## src/rtl/tl_bridge_emulator.sv

```systemverilog
`default_nettype none
// ============================================================================
// Module   : tl_bridge_emulator
// Brief    : TileLink-UL master that runs a write-then-readback sweep, checks
//            every D response and drives core status/interrupt lines.
// Revision : 1.0
// ============================================================================
module tl_bridge_emulator #(
    parameter int ADDR_W       = 32,
    parameter int DATA_W       = 64,
    parameter int SRC_W        = 2,
    parameter int CNT_W        = 8,
    parameter int HART_W       = 2,
    parameter int TIMER_PERIOD = 1024
) (
    input  logic                clock,
    input  logic                reset,
    input  logic                start,
    input  logic [ADDR_W-1:0]   cfg_base,
    input  logic [CNT_W-1:0]    cfg_count,
    input  logic [HART_W-1:0]   hartid,
    output logic                a_valid,
    output logic [2:0]          a_opcode,
    output logic [2:0]          a_param,
    output logic [3:0]          a_size,
    output logic [SRC_W-1:0]    a_source,
    output logic [ADDR_W-1:0]   a_address,
    output logic [DATA_W/8-1:0] a_mask,
    output logic [DATA_W-1:0]   a_data,
    output logic                a_corrupt,
    input  logic                a_ready,
    input  logic                d_valid,
    input  logic [2:0]          d_opcode,
    input  logic [1:0]          d_param,
    input  logic [3:0]          d_size,
    input  logic [SRC_W-1:0]    d_source,
    input  logic [2:0]          d_sink,
    input  logic                d_denied,
    input  logic [DATA_W-1:0]   d_data,
    input  logic                d_corrupt,
    output logic                d_ready,
    output logic                busy,
    output logic                done,
    output logic [15:0]         err_count,
    output logic                wfi,
    output logic                debug,
    output logic                mtip,
    output logic                msip,
    output logic                meip,
    output logic                seip
);

    localparam int BYTES   = DATA_W / 8;
    localparam int SIZE_LG = $clog2(BYTES);
    localparam int NSRC    = 1 << SRC_W;

    typedef enum logic [1:0] {S_IDLE, S_PUT, S_GET, S_DONE} state_t;

    state_t                  state_q, state_d;
    logic [ADDR_W-1:0]       base_q, base_d;
    logic [CNT_W-1:0]        count_q, count_d;
    logic [HART_W-1:0]       hart_q, hart_d;
    logic [CNT_W-1:0]        issue_q, issue_d;
    logic [NSRC-1:0]         inflight_q, inflight_d;
    logic                    a_valid_q, a_valid_d;
    logic [SRC_W-1:0]        a_src_q, a_src_d;
    logic [CNT_W-1:0]        a_idx_q, a_idx_d;
    logic [15:0]             err_q, err_d;
    logic [CNT_W-1:0]        tbl_q [NSRC];

    logic                    active, beats_left, alloc, found, d_fire, d_bad;
    logic [NSRC-1:0]         free_mask;
    logic [SRC_W-1:0]        alloc_src;
    logic                    unused_d;

    function automatic logic [DATA_W-1:0] pattern(input logic [HART_W-1:0] h,
                                                  input logic [CNT_W-1:0]  i);
        return DATA_W'({h, i});
    endfunction

    assign unused_d = ^{d_param, d_size, d_sink};

    always_comb begin
        state_d    = state_q;
        base_d     = base_q;
        count_d    = count_q;
        hart_d     = hart_q;
        issue_d    = issue_q;
        inflight_d = inflight_q;
        a_valid_d  = a_valid_q;
        a_src_d    = a_src_q;
        a_idx_d    = a_idx_q;
        err_d      = err_q;
        alloc_src  = '0;
        found      = 1'b0;
        d_bad      = 1'b0;

        active     = (state_q == S_PUT) || (state_q == S_GET);
        beats_left = (issue_q != count_q);
        // The source currently presented on A is not yet in flight but is taken.
        free_mask  = ~inflight_q & ~(a_valid_q ? (NSRC'(1) << a_src_q) : '0);
        for (int i = NSRC - 1; i >= 0; i--) begin
            if (free_mask[i]) begin
                alloc_src = SRC_W'(i);
                found     = 1'b1;
            end
        end
        alloc  = active && beats_left && found && (!a_valid_q || a_ready);
        d_fire = d_valid && (state_q != S_IDLE);

        if (a_valid_q && a_ready) begin
            inflight_d = inflight_d | (NSRC'(1) << a_src_q);
            a_valid_d  = 1'b0;
        end
        if (alloc) begin
            a_valid_d = 1'b1;
            a_src_d   = alloc_src;
            a_idx_d   = issue_q;
            issue_d   = issue_q + 1'b1;
        end

        if (d_fire) begin
            if (inflight_q[d_source]) begin
                inflight_d = inflight_d & ~(NSRC'(1) << d_source);
            end
            d_bad = !inflight_q[d_source] || d_denied || d_corrupt
                 || ((state_q == S_GET) ? (d_opcode != 3'd1) : (d_opcode != 3'd0))
                 || ((state_q == S_GET) && (d_data != pattern(hart_q, tbl_q[d_source])));
            if (d_bad && (err_q != 16'hFFFF)) begin
                err_d = err_q + 16'd1;
            end
        end

        if (active && !beats_left && !a_valid_q && (inflight_q == '0)) begin
            state_d = (state_q == S_PUT) ? S_GET : S_DONE;
            issue_d = '0;
        end

        if (start && ((state_q == S_IDLE) || (state_q == S_DONE))) begin
            base_d     = cfg_base;
            count_d    = cfg_count;
            hart_d     = hartid;
            issue_d    = '0;
            inflight_d = '0;
            err_d      = '0;
            state_d    = (cfg_count == '0) ? S_DONE : S_PUT;
        end
    end

    always_ff @(posedge clock or negedge reset) begin
        if (!reset) begin
            state_q    <= S_IDLE;
            base_q     <= '0;
            count_q    <= '0;
            hart_q     <= '0;
            issue_q    <= '0;
            inflight_q <= '0;
            a_valid_q  <= 1'b0;
            a_src_q    <= '0;
            a_idx_q    <= '0;
            err_q      <= '0;
        end else begin
            state_q    <= state_d;
            base_q     <= base_d;
            count_q    <= count_d;
            hart_q     <= hart_d;
            issue_q    <= issue_d;
            inflight_q <= inflight_d;
            a_valid_q  <= a_valid_d;
            a_src_q    <= a_src_d;
            a_idx_q    <= a_idx_d;
            err_q      <= err_d;
        end
    end

    // Beat index per source, used to rebuild the expected readback pattern.
    always_ff @(posedge clock) begin
        if (alloc) begin
            tbl_q[alloc_src] <= issue_q;
        end
    end

    assign a_valid   = a_valid_q;
    assign a_opcode  = (a_valid_q && (state_q == S_GET)) ? 3'd4 : 3'd0;
    assign a_param   = 3'd0;
    assign a_size    = a_valid_q ? 4'(SIZE_LG) : 4'd0;
    assign a_source  = a_valid_q ? a_src_q : '0;
    assign a_address = a_valid_q ? (base_q + (ADDR_W'(a_idx_q) << SIZE_LG)) : '0;
    assign a_mask    = a_valid_q ? '1 : '0;
    assign a_data    = (a_valid_q && (state_q == S_PUT)) ? pattern(hart_q, a_idx_q) : '0;
    assign a_corrupt = 1'b0;

    assign d_ready   = (state_q != S_IDLE);
    assign busy      = active;
    assign done      = (state_q == S_DONE);
    assign err_count = err_q;
    assign wfi       = done;
    assign meip      = done && (err_q != 16'd0);
    assign debug     = 1'b0;
    assign msip      = 1'b0;
    assign seip      = 1'b0;

    generate
        if (TIMER_PERIOD == 0) begin : g_no_timer
            assign mtip = 1'b0;
        end else begin : g_timer
            localparam int TW = (TIMER_PERIOD > 1) ? $clog2(TIMER_PERIOD) : 1;
            logic [TW-1:0] tmr_q;
            logic          mtip_q;
            always_ff @(posedge clock or negedge reset) begin
                if (!reset) begin
                    tmr_q  <= '0;
                    mtip_q <= 1'b0;
                end else begin
                    tmr_q  <= (tmr_q == TW'(TIMER_PERIOD - 1)) ? '0 : tmr_q + 1'b1;
                    mtip_q <= (tmr_q == TW'(TIMER_PERIOD - 1));
                end
            end
            assign mtip = mtip_q;
        end
    endgenerate

endmodule
`default_nettype wire

```

## config.mk

```make
export PLATFORM = sky130hd
export DESIGN_NAME = tl_bridge_emulator
export DESIGN_NICKNAME = d
export VERILOG_FILES = /design/src/rtl/tl_bridge_emulator.sv
export SDC_FILE = /design/constraint.sdc
export NUM_CORES = 1
export LEC_CHECK = 0
export ABC_AREA = 1
export BUFFER_PORTS_ARGS = -buffer_cell sky130_fd_sc_hd__buf_2
export CORE_AREA = 2 2 130 132
export DETAILED_ROUTE_END_ITERATION = 8
export DIE_AREA = 0 0 132 134
export PLACE_DENSITY = 0.78
export REMOVE_ABC_BUFFERS = 1
export SLEW_MARGIN = 10
export SYNTH_ARGS = -nofsm -noshare
export SYNTH_HDL_FRONTEND = slang
export SYNTH_SLANG_ARGS = --single-unit
```

## constraint.sdc

```tcl
create_clock -name clock -period 4.3 [get_ports clock]
set_input_delay 0.43 -clock clock [delete_from_list [all_inputs] [get_ports clock]]
set_output_delay 0.43 -clock clock [all_outputs]
set_load 0.005 [all_outputs]
```

# Word level (Yosys, flattened, before mapping)
# Memory sizes are Yosys's and may differ from the RTL's.
# Index checks and enable logic that the tools add are counted.
# classes
add_sub_neg,4
mul,0
n_div,0
order_cmp,1
n_eq_ne,8
shift,2
muxes,37
n_bitwise,6
reduce_logical,36
# op_table
op,n
$ne A64 B10 Y1,1
$mux W16,3
$add A32 B11 Y32,1
$mux W32,1
$mux W8,4
$mux W10,2
$mux W4,5
$mux W2,9
$add A16 B1 Y16 const B,1
$ne A16 B16 Y1 const B,1
$reduce_bool A16 Y1,1
$logic_and A1 B1 Y1,14
$not A4 Y4,3
$mux W1,11
$add A10 B1 Y10 const B,1
$eq A10 B10 Y1 const B,1
$reduce_bool A2 Y1,5
$add A8 B1 Y8 const B,1
$and A4 B4 Y4,2
$logic_not A8 Y1,1
$ne A8 B8 Y1,1
$shl A1 B2 Y4 const A,2
$logic_or A1 B1 Y1,7
$reduce_bool A3 Y1,2
11 further kinds,14
# totals
ff_bits,94
latchBits,0
ram_bits,32
romBits,0
inputBits,127
out_inout_bits,143
word_cells,107
mem_count,1
# memory_table
memory,depth,width,rd,rd_ports_with_merged_regs,write_ports,line_no,source
tbl_q,4,8,1,0,1,69,logic [CNT_W-1:0] tbl_q [NSRC];

# Logic depth before layout (Yosys ltp)
# depth
word_depth,13
depth_mapped,18
mapped_depth_nobuf,16

# Worst setup path before layout
# No wires, ideal clock.
# synth_path
path_kind,register to output
from,reg base_q[3]
to,out a_address[23]
t_arrival_ns,2.092
t_required_ns,3.870
slack_ns,1.778
path_stages_with_launch,14
path_buffers,0
path_cell_list,dfrtp_1 > ha_1 > inv_1 > fa_1 > nand3b_1 > nand2_1 > nand2_1 > nand2_1 > nand2_1 > nor2_2 > nand2_1 > nor2_1 > nor2_1 > nor3_1
# synth_via
elab_chain_len,2
# synth_lines
item,line_no,source
from (decl),60,"logic [ADDR_W-1:0] base_q, base_d;"
from (signal assigned),164,base_q <= base_d;
$add A32 B11 Y32,188,assign a_address = a_valid_q ? (base_q + (ADDR_W'(a_idx_q) << SIZE_LG)) : '0;
$mux W32,188,
to (decl),27,"output logic [ADDR_W-1:0] a_address,"
# No other way between the ends.

# Final worst setup path
# layout_path
from,reg base_q[3]
to,out a_address[27]
# Same word-level chain as after synthesis.

==> impl_metrics.json <==
{
  "use_met3_pct": 5.93,
  "hold_class": "in2async",
  "fin_nets": 1369,
  "tns_ns": 0,
  "report.final.slew_viol_count": 0,
  "cap_violations": 0,
  "cp_data_arrival_time_ns": 2.98,
  "end_kind": "primary output",
  "path_class": "reg2out",
  "cts_buffers": 17,
  "synth_most_common_cell": "nand2_1",
  "htree_num_levels": 4,
  "die_w_um": 132,
  "clkSinkCount": 126,
  "dp_hpwl_um": 14200,
  "clk_pin_slew_ns": 0.06,
  "fmax_mhz": 294,
  "die_y_um": 134,
  "cts_tree": "yes",
  "seq_area_frac_synth_pct": 41.7,
  "synth-edff-count": 32,
  "p_per_area_nw_per_um2": 578,
  "grt_pass1_wl_um": 31100,
  "yosysTopAreaCell": "dfrtp_1",
  "first_pass_iters": 5,
  "vias": 7191,
  "post-route-period-util_pct": 79.2,
  "synth_area_um2": 7940,
  "drive_gt1_share_pct": 20.8,
  "cts_hold_buf": 0,
  "totalWireLength_um": 19300,
  "ys_seq_elements": 126,
  "initial_utilization_pct": 48.7,
  "overflow": 0,
  "place_ws_ns": 1.40,
  "fill_cells": 1486,
  "final_util_pct": 57.4,
  "grt.busiest_layer": "met2",
  "core_area_um2": 16300,
  "drtIter0Drc": 435,
  "n_antenna_cell": 0,
  "finalSetupViolations": 0,
  "cp_max_fo": 5,
  "vdd_drop_max_mv": 0.407,
  "yosysTopAreaCellShare_pct": 29.6,
  "io_pins": 270,
  "leakagePower_nw": 4.92,
  "synth_area_leaders": "dfrtp_1 (30%), nand2_1 (15%), edfxtp_1 (12%)",
  "via_per_inst": 4.93,
  "ys_types": 44,
  "syn_inst": 1045,
  "place.gp.congestion": 0.942,
  "fin_skew_ns": 0.0101,
  "postRouteAntennaNets": 0,
  "routedWlPerCell_um": 13.3,
  "grt_pass1_vias": 6553,
  "synth_warnings": 0,
  "rsz0062_at_grt": "false",
  "layoutNonFillerInstCount": 1458,
  "clkLatencyLatePin_ns": 0.43,
  "met1_usage_pct": 26.3,
  "drcViolationCount": 0,
  "worst_hold_slack_ns": 0.119,
  "status": "finished clean",
  "place_inst": 1426,
  "die-area_um2": 17700,
  "synth_top_cells_by_count": "nand2_1 (309), inv_1 (115), nor2_1 (110)",
  "cp-start-kind": "register",
  "rows": 47,
  "fin_area_um2": 9350,
  "synth_top_flop_cell": "dfrtp_1",
  "cts_root_buf": "clkbuf_16",
  "cts-resized-gates": 0,
  "cts.path.max_buffers": 2,
  "avgSynthCellArea_um2": 7.60,
  "antenna_found_initial": 1,
  "port_buffers": 195,
  "cts_setup_buffers": 0,
  "areaGrowthSynthToFinish_pct": 17.7,
  "tightest_slew_ns": 0.892,
  "setup_ws_ns": 0.894,
  "finalPower_mw": 5.40,
  "grt_max_degree": 67,
  "final_hold_viol_count": 0,
  "relSlewSlack_pct": 40.5,
  "grt_use_met2_pct": 38.3,
  "grt.total_usage_pct": 22.0,
  "cp.required_ns": 3.87,
  "async_flop_share_pct": 74.6,
  "dpl_cell_area_um2": 8760,
  "min_period_ns": 3.41
}
final cells by class:
class	count	area, um2	area share, %
clock buffer	17	425	4.55
clock inverter	15	165	1.77
inverter	118	445	4.77
multi-input combinational	760	3690	39.5
sequential	126	3310	35.4
tap	220	275	2.95
timing repair buffer	202	1030	11.0
worst max-delay path, stage by stage (launching register included):
cell      delay (ns)
dfrtp_1         0.35
ha_1            0.18
inv_1           0.05
fa_1            0.39
nand3b_1        0.20
nand2_1         0.12
nand2_1         0.06
nand2_1         0.09
nand2_1         0.14
nor2_2          0.21
nand2_1         0.10
nor2_1          0.26
nand2_1         0.08
o21ai_1         0.12
nor2_1          0.06
buf_2           0.12
path summary, 6_finish.rpt:
check	start	endpoint	cells after the start	slack, ns
max in group asynchronous	reset	state_q[1]	2	3.27
hold reg to reg	base_q[10]	base_q[10]	2	0.49
hold / removal	reset	err_count[6]	1	0.12
setup reg to reg	state_q[0]	base_q[14]	8	1.75
setup / recovery	base_q[3]	a_address[27]	15	0.89
min in group clock	cfg_base[23]	base_q[23]	3	0.19
placed cells by master, fill, tap and decap left out, types with 9 or more instances in the layout:
cell,instances
a21oi_1,28
ha_1,16
clkbuf_16,17
inv_1,115
nand3_1,30
edfxtp_1,32
o21ai_0,53
xor2_1,25
conb_1,65
nand2_1,308
dfrtp_1,94
nor4_1,9
nor3_1,21
nor2_1,110
nand3_2,11
nand4_1,27
buf_2,194
xnor2_1,12
state kept, by name, summed over array words and instances (netlist names):
register and count:
count_q 8, issue_q 8, err_count 16, a_src_q 2, base_q 32, a_valid 1, inflight_q 4, a_idx_q 8
hart_q 2, mtip 1, state_q 2, g_timer.tmr_q 10, tbl_q 32
power breakdown:
part           internal, mW  switching [mW]  leakage (nW)
logic                 0.746            1.33          3.13
clock network         0.860           0.559         0.283
registers              1.62           0.283          1.51
total                  3.23            2.17          4.92
kinds of logic (layout without fill, tap and decap cells):
family                     after synthesis  in the layout  synth area share [%]
other                                    1             65                0.0472
DFF                                    126            126                  41.7
and+or+nand+nor                        534            534                  28.9
AOI/OAI and AO/OA                      107            107                  7.58
xor gates and xnor gates                37             37                  4.08
buffers and inverters                  223            352                  14.8
adders and majority gates               17             17                  2.77
layer usage:
metal | up-vias | part of all wire (%) | wire length, um
li1 | 3569 | - | -
met1 | 3278 | 41 | 7850
met2 | 311 | 49 | 9520
met3 | 31 | 8.0 | 1540
met4 | 2 | 2.1 | 401
met5 | - | 0.057 | 11
No activity file was read; power rests on OpenSTA's default activity.
